$ cat src/rtl/door_pkg.sv
// Shared definitions for the garage-door input conditioning and motor control blocks.
package door_pkg;

   localparam int unsigned DOOR_DEBOUNCE_DEFAULT = 4;
   localparam int unsigned DOOR_CNT_W            = 8;
   localparam int unsigned DOOR_NUM_CH           = 3;

   typedef enum logic [1:0] {
      CH_BTN = 2'd0,
      CH_UP  = 2'd1,
      CH_DN  = 2'd2
   } door_ch_e;

endpackage

$ cat src/rtl/debounce_ch.sv
// One input channel: 2-FF synchronizer followed by a consecutive-mismatch debounce counter.
module debounce_ch #(
   parameter int unsigned DEBOUNCE_CYCLES = 4,
   parameter int unsigned CNT_W           = 8
) (
   input  logic clk,
   input  logic rst_n,
   input  logic raw,
   output logic stable
);

   localparam logic [CNT_W-1:0] CNT_TC = CNT_W'(DEBOUNCE_CYCLES - 1);

   logic [1:0]       sync_q;
   logic             stable_q, stable_d;
   logic [CNT_W-1:0] cnt_q, cnt_d;

   // The count restarts whenever the synchronized input agrees with the stable value,
   // so it can never exceed the terminal count and never wraps.
   always_comb begin
      stable_d = stable_q;
      cnt_d    = '0;
      if (sync_q[1] != stable_q) begin
         if (cnt_q == CNT_TC) begin
            stable_d = sync_q[1];
         end else begin
            cnt_d = cnt_q + CNT_W'(1);
         end
      end
   end

   always_ff @(posedge clk or negedge rst_n) begin
      if (!rst_n) begin
         sync_q   <= '0;
         stable_q <= 1'b0;
         cnt_q    <= '0;
      end else begin
         sync_q   <= {sync_q[0], raw};
         stable_q <= stable_d;
         cnt_q    <= cnt_d;
      end
   end

   assign stable = stable_q;

endmodule

$ cat src/rtl/door_input_cond.sv
// Synchronizes and debounces button and limit switches for motor_fsm.
// Define DOOR_LIMIT_FAULT_EN to build the sticky both-limits fault that blocks activation.
module door_input_cond
   import door_pkg::*;
#(
   parameter int unsigned DEBOUNCE_CYCLES = DOOR_DEBOUNCE_DEFAULT,
   parameter int unsigned CNT_W           = DOOR_CNT_W
) (
   input  logic clk,
   input  logic rst_n,
   input  logic btn_raw,
   input  logic up_sw_raw,
   input  logic dn_sw_raw,
   output logic activate,
   output logic up_limit,
   output logic dn_limit,
   output logic limit_fault
);

   logic [DOOR_NUM_CH-1:0] raw_vec;
   logic [DOOR_NUM_CH-1:0] stable_vec;
   logic                   btn_prev_q;
   logic                   act_q;
   logic                   flt_d;

   assign raw_vec[CH_BTN] = btn_raw;
   assign raw_vec[CH_UP]  = up_sw_raw;
   assign raw_vec[CH_DN]  = dn_sw_raw;

   for (genvar i = 0; i < DOOR_NUM_CH; i++) begin : g_ch
      debounce_ch #(
         .DEBOUNCE_CYCLES (DEBOUNCE_CYCLES),
         .CNT_W           (CNT_W)
      ) u_debounce (
         .clk    (clk),
         .rst_n  (rst_n),
         .raw    (raw_vec[i]),
         .stable (stable_vec[i])
      );
   end

`ifdef DOOR_LIMIT_FAULT_EN
   logic flt_q;

   assign flt_d = flt_q | (stable_vec[CH_UP] & stable_vec[CH_DN]);

   always_ff @(posedge clk or negedge rst_n) begin
      if (!rst_n) begin
         flt_q <= 1'b0;
      end else begin
         flt_q <= flt_d;
      end
   end

   assign limit_fault = flt_q;
`else
   assign flt_d       = 1'b0;
   assign limit_fault = 1'b0;
`endif

   // Gating with the next fault value also kills a pulse on the edge the fault sets.
   always_ff @(posedge clk or negedge rst_n) begin
      if (!rst_n) begin
         btn_prev_q <= 1'b0;
         act_q      <= 1'b0;
      end else begin
         btn_prev_q <= stable_vec[CH_BTN];
         act_q      <= stable_vec[CH_BTN] & ~btn_prev_q & ~flt_d;
      end
   end

   assign activate = act_q;
   assign up_limit = stable_vec[CH_UP];
   assign dn_limit = stable_vec[CH_DN];

endmodule
$ cat config.mk
export PLATFORM = sky130hd
export DESIGN_NAME = door_input_cond
export DESIGN_NICKNAME = d
export VERILOG_FILES = /design/src/rtl/door_pkg.sv /design/src/rtl/debounce_ch.sv /design/src/rtl/door_input_cond.sv
export SDC_FILE = /design/constraint.sdc
export NUM_CORES = 1
export LEC_CHECK = 0
export ABC_CLOCK_PERIOD_IN_PS = 1500
export CORE_ASPECT_RATIO = 0.9
export CORE_UTILIZATION = 35
export CTS_CLUSTER_SIZE = 24
export DETAILED_ROUTE_END_ITERATION = 10
export GPL_TIMING_DRIVEN = 0
export HOLD_SLACK_MARGIN = 0.03
export PLACE_DENSITY = 0.6
export SETUP_SLACK_MARGIN = 0.15
export SYNTH_ARGS = -nofsm -noshare
export SYNTH_HDL_FRONTEND = slang
export SYNTH_SLANG_ARGS = --single-unit
export TNS_END_PERCENT = 20
$ cat constraint.sdc
create_clock -name clk -period 1.5 [get_ports clk]
set_clock_uncertainty 0.05 [all_clocks]
set_input_delay 0.225 -clock clk [delete_from_list [all_inputs] [get_ports clk]]
set_output_delay 0.225 -clock clk [all_outputs]
set_load 0.02 [all_outputs]
# Word-level counts from Yosys, hierarchy flattened
# Index checks and enable logic that the tools add are counted.
# Widths: inputs -> output; s select.
[word_totals]
reg_bits = 35
word_cells = 31
[op_classes]
mux = 6
reduce_logical = 3
addsub = 3
bitwise = 2
n_eq_ne = 6
[op_table]
columns = ["operator", "count"]
rows = [
  ["$mux 8", 6],
  ["$add 8x1->8 const B", 3],
  ["$eq 8x2->1 const B", 3],
  ["$reduce_and 2->1", 3],
  ["$ne 1x1->1", 3],
  ["$and 1x1->1", 1],
  ["$not 1->1", 1],
]

# Depth between registers and ports, before layout
[logic_depth]
word_depth = 3
mapped_depth = 4
ltp_nobuf = 4

# By module
# Synthesis repeated with hierarchy kept, for this count alone.
[unflattened]
hier_cells = 137
hier_area_um2 = 1554.0
[by_module_without_submodules]
columns = ["module", "n_inst", "cells_each", "area_per_inst_um2", "seq_area_each_um2"]
rows = [
  ["debounce_ch", 3, 44, 493.0, 275.3],
  ["door_input_cond", 1, 5, 75.1, 50.0],
]

# Least setup slack after synthesis
# OpenSTA, ideal clock, no wires.
[synth_path]
path_type = "register to register"
startpoint = "register g_ch[1].u_debounce.cnt_q[0]"
endpoint = "register g_ch[1].u_debounce.stable_q"
setup_ns = 0.125
n_path_buf = 0
stages_incl_launch_ff = 5
slack_ns = 0.177
period_less_slack_ns = 1.323
arrival_time_ns = 1.148
cell_sequence = "dfrtp_1 > ha_1 > nor4b_2 > nand2_1 > mux2_2"
[synth_between]
elab_chain_cells = 2
[synth_rtl]
columns = ["element", "line_no", "source"]
rows = [
  ["from (decl)", "debounce_ch.sv:16", "logic [CNT_W-1:0] cnt_q, cnt_d;"],
  ["from (signal assigned)", "debounce_ch.sv:40", "cnt_q <= cnt_d;"],
  ["$eq 8x2->1", "debounce_ch.sv:24", "if (cnt_q == CNT_TC) begin"],
  ["$reduce_and 2->1 (no source line)", "-", ""],
  ["to (signal assigned)", "debounce_ch.sv:39", "stable_q <= stable_d;"],
  ["to (decl)", "debounce_ch.sv:15", "logic stable_q, stable_d;"],
]
# No other way between the ends.
# A chain may end at the register's enable or synchronous reset.

# Worst setup path after layout
[layout_path]
startpoint = "register g_ch[1].u_debounce.cnt_q[0]"
endpoint = "register g_ch[1].u_debounce.cnt_q[6]"
[layout_between]
elab_chain_cells = 3
elab_cells_between_ends = 4
classes_between = "1 x add/sub; 1 x eq/ne; 2 x mux"
[layout_rtl]
columns = ["element", "line_no", "source"]
rows = [
  ["$add 8x1->8 / $eq 8x2->1 (equally long branches)", "debounce_ch.sv:27, debounce_ch.sv:24", ""],
  ["$mux 8 *", "debounce_ch.sv:24", ""],
  ["$mux 8 *", "debounce_ch.sv:23", "if (sync_q[1] != stable_q) begin"],
  ["net g_ch[1].u_debounce.cnt_d[6]", "debounce_ch.sv:16", ""],
]
# The timed path passes the listed nets; every way through them passes the cells marked *.

==> reports/metrics.yaml <==
outcome:
  status: "finished, final reports clean"
final_layout:
  n_antenna_cell: 0
  layout_common_cells: "dfrtp_1, nor2_1, nand3_1"
  nNetsFinal: 168
  drive_gt1_frac: 0.203
  layout.cells.most_common: "dfrtp_1"
  stdcell_count: 206
  area_delta_synth_final_pct: 20.1
  seq_area_sq_um: 881
  nFillCells: 378
  multi_input_area_sq_um: 663
logic_synthesis:
  synth_area_sq_um: 1520
  synth_edf_count: 0
  synth_cell_types: 21
  yosys_most_used_dff: "dfrtp_1"
  synthArstFlopShare: 1.00
  synth.ff_latch_count: 35
  synth-seq-area-share: 0.576
  avgSynthCellArea_sq_um: 11.2
  synthCells: 136
  yosys_warnings: 0
  synthesis.nets: 147
worst_hold_path:
  min_delay_path_depth: 0
  hp-class: "flop to flop"
  min_to: "g_ch[0].u_debounce.sync_q[1]"
  min-delay-start: "g_ch[0].u_debounce.sync_q[0]"
place:
  port_buffers: 7
  place_ws_ns: 0.0461
  dp.cells: 191
  place_congestion: 0.765
  dpl.hpwl_um: 1680
setup_path:
  cp.arrival_ns: 1.52
  critPathMaxFanout: 3
  r2r_slack_ns: 0.14
  r2r_start: "g_ch[1].u_debounce.cnt_q[0]"
  slowest_stage: "dfrtp_1"
  required_ns: 1.66
  r2r-end: "g_ch[1].u_debounce.cnt_q[6]"
  path_cells: "buf_4, ha_2, inv_1, or3_1, a21oi_1"
  worstSetupEndpointType: "flop"
  cpPeakStageDelay_ns: 0.38
  crit_type: "flop to flop"
  rr_worst_depth: 5
  crit_path_start_kind: "flop"
sta:
  setup_ws_ns: 0.145
  period_needed_ns: 1.36
  clock.fmax_mhz: 738
  rsz0062_at_grt: "yes"
  worst_pin_slew_ns: 0.733
  slew_headroom: 0.511
  drv_slew: 0
  setup_violations: 0
  finalHoldViolCount: 0
  fin_crit_sh: 0.903
global_routing:
  grt_overflow_total: 0
  grt_util_all_layers: 0.123
  antenna_found_initial: 0
  grt_pass1_wl_um: 4220
  grt_max_degree: 36
  first_global_vias: 996
pwr:
  intPower_mw: 1.81
  sequentialPowerShare: 0.479
  peakVddDrop_uv: 735
  p_leak_nw: 0.782
  pwr_density_cell_nw_per_um2: 1460
  switchingPower_mw: 0.864
  clkPwrFrac: 0.238
  power_frac_comb: 0.284
  swShare: 0.323
drt:
  avgRoutedWirePerCell_um: 11.7
  postRouteAntennaNets: 0
  dr.pass1.iters: 4
  drc: 0
  finalWirelength_um: 2420
  vias_per_cell: 4.87
  first_iter_violations: 35
  vias: 1003
clock_tree:
  cts_tree: "built"
  htreeDepth: 2
  numCtsBuffers: 5
  clockBufferDepth: 2
  clkSlewWorstSetupHoldPaths_ns: 0.07
  clockRootBuffer: "clkbuf_8"
  clock_latency_ns: 0.29
  cts.sinks: 35
die:
  die_w_um: 71.5
  coreArea_sq_um: 4130
  fp-row-count: 22
  die_y_um: 64.6
  die_area_sq_um: 4620
  initial_core_util: 0.368
  io_pins: 9
job:
  maxCapViolations: 0
==> repair_timing <==
action	CTS	global route
pin swaps	2	1
setup buffers	4	2
hold buffers	1	0
endpoints found under the hold margin	35	0
endpoints found under the setup margin	26	23
resized for setup	6	11
==> kinds of logic after synthesis <==
kind of cell / after synthesis / share of synthesized area
fa+ha+maj: 6 / 0.0493
flops: 35 / 0.576
compound gates: 21 / 0.0765
simple gates: 52 / 0.187
buf+inv: 6 / 0.0173
mux: 3 / 0.0222
other cells: 1 / 0.00246
xor+xnor: 12 / 0.0691
==> critical path, delay by kind of cell, from the launching register on <==
| family | cells | cell delay (ns) |
|---|---|---|
| simple gates | 1 | 0.34 |
| flops | 1 | 0.38 |
| fa+ha+maj | 1 | 0.19 |
| buf+inv | 2 | 0.18 |
| compound gates | 1 | 0.15 |
==> Yosys cell counts, drive strengths merged (5+ instances only) <==
cell type  count  area, sq um
dfrtp         35          876
nor2          15         56.3
nand3         11         55.1
a21oi          9         48.8
o21ai          9         45.0
or3            9         56.3
nand2          7         26.3
ha             6         75.1
xnor2          6         52.6
xor2           6         52.6
inv            5         18.8
==> metrics by stage <==
step | hold slack (ns) | util | total power [mW] | instance area (sq um) | setup TNS [ns]
after floorplan | -0.121 | - | 1.71 | 1520 | 0
after global placement | 0.284 | 0.400 | 1.91 | 1650 | -18.52
after detailed placement | 0.289 | 0.399 | 1.95 | 1650 | 0
after CTS | 0.306 | 0.430 | 2.62 | 1780 | 0
after global routing | 0.308 | 0.443 | 2.87 | 1830 | 0
final | 0.303 | 0.443 | 2.67 | 1830 | 0
==> final cells by class <==
cell class                 instances  share of cell area
tap                               48              0.0329
sequential                        35               0.482
clock buffer                       7              0.0418
multi-input combinational         95               0.363
timing repair buffer              14              0.0637
buffer                             1             0.00411
inverter                           5              0.0103
clock inverter                     1             0.00274
==> state kept, by name, indices dropped and copies added, names as in the netlist <==
| signal | count |
|---|---|
| g_ch.u_debounce.stable | 3 |
| g_ch.u_debounce.sync_q | 6 |
| activate | 1 |
| g_ch.u_debounce.cnt_q | 24 |
| btn_prev_q | 1 |
==> power groups by stage <==
stage                     logic (mW)  registers (mW)  clock network [mW]
after floorplan                0.388            1.32                   0
after global placement         0.612            1.30                   0
after detailed placement       0.636            1.31                   0
after CTS                      0.694            1.28               0.651
after global routing           0.858            1.31               0.701
final                          0.758            1.28               0.636
==> how the worst max path moves through the flow <==
stage / from / cells past startpoint / slack, ns / endpoint
after floorplan: g_ch[1].u_debounce.cnt_q[0] / 4 / 0.18 / g_ch[1].u_debounce.stable
after global placement: rst_n / 1 / -0.53 / g_ch[2].u_debounce.cnt_q[0]
after detailed placement: g_ch[1].u_debounce.cnt_q[0] / 4 / 0.05 / g_ch[1].u_debounce.cnt_q[3]
after CTS: g_ch[0].u_debounce.cnt_q[0] / 4 / 0.08 / g_ch[0].u_debounce.cnt_q[2]
after global routing: g_ch[2].u_debounce.cnt_q[1] / 4 / 0.03 / g_ch[2].u_debounce.stable
final: g_ch[1].u_debounce.cnt_q[0] / 5 / 0.14 / g_ch[1].u_debounce.cnt_q[6]
==> routing by layer <==
layer | vias to the layer above | GRT usage | routed length [um]
li1 | 507 | - | -
met1 | 479 | 0.145 | 1140
met2 | 10 | 0.199 | 1150
met3 | 7 | 0.0373 | 88
met4 | 0 | 0.0735 | 47
met5 | - | 0 | 0
No activity file was read; power rests on OpenSTA's default activity.
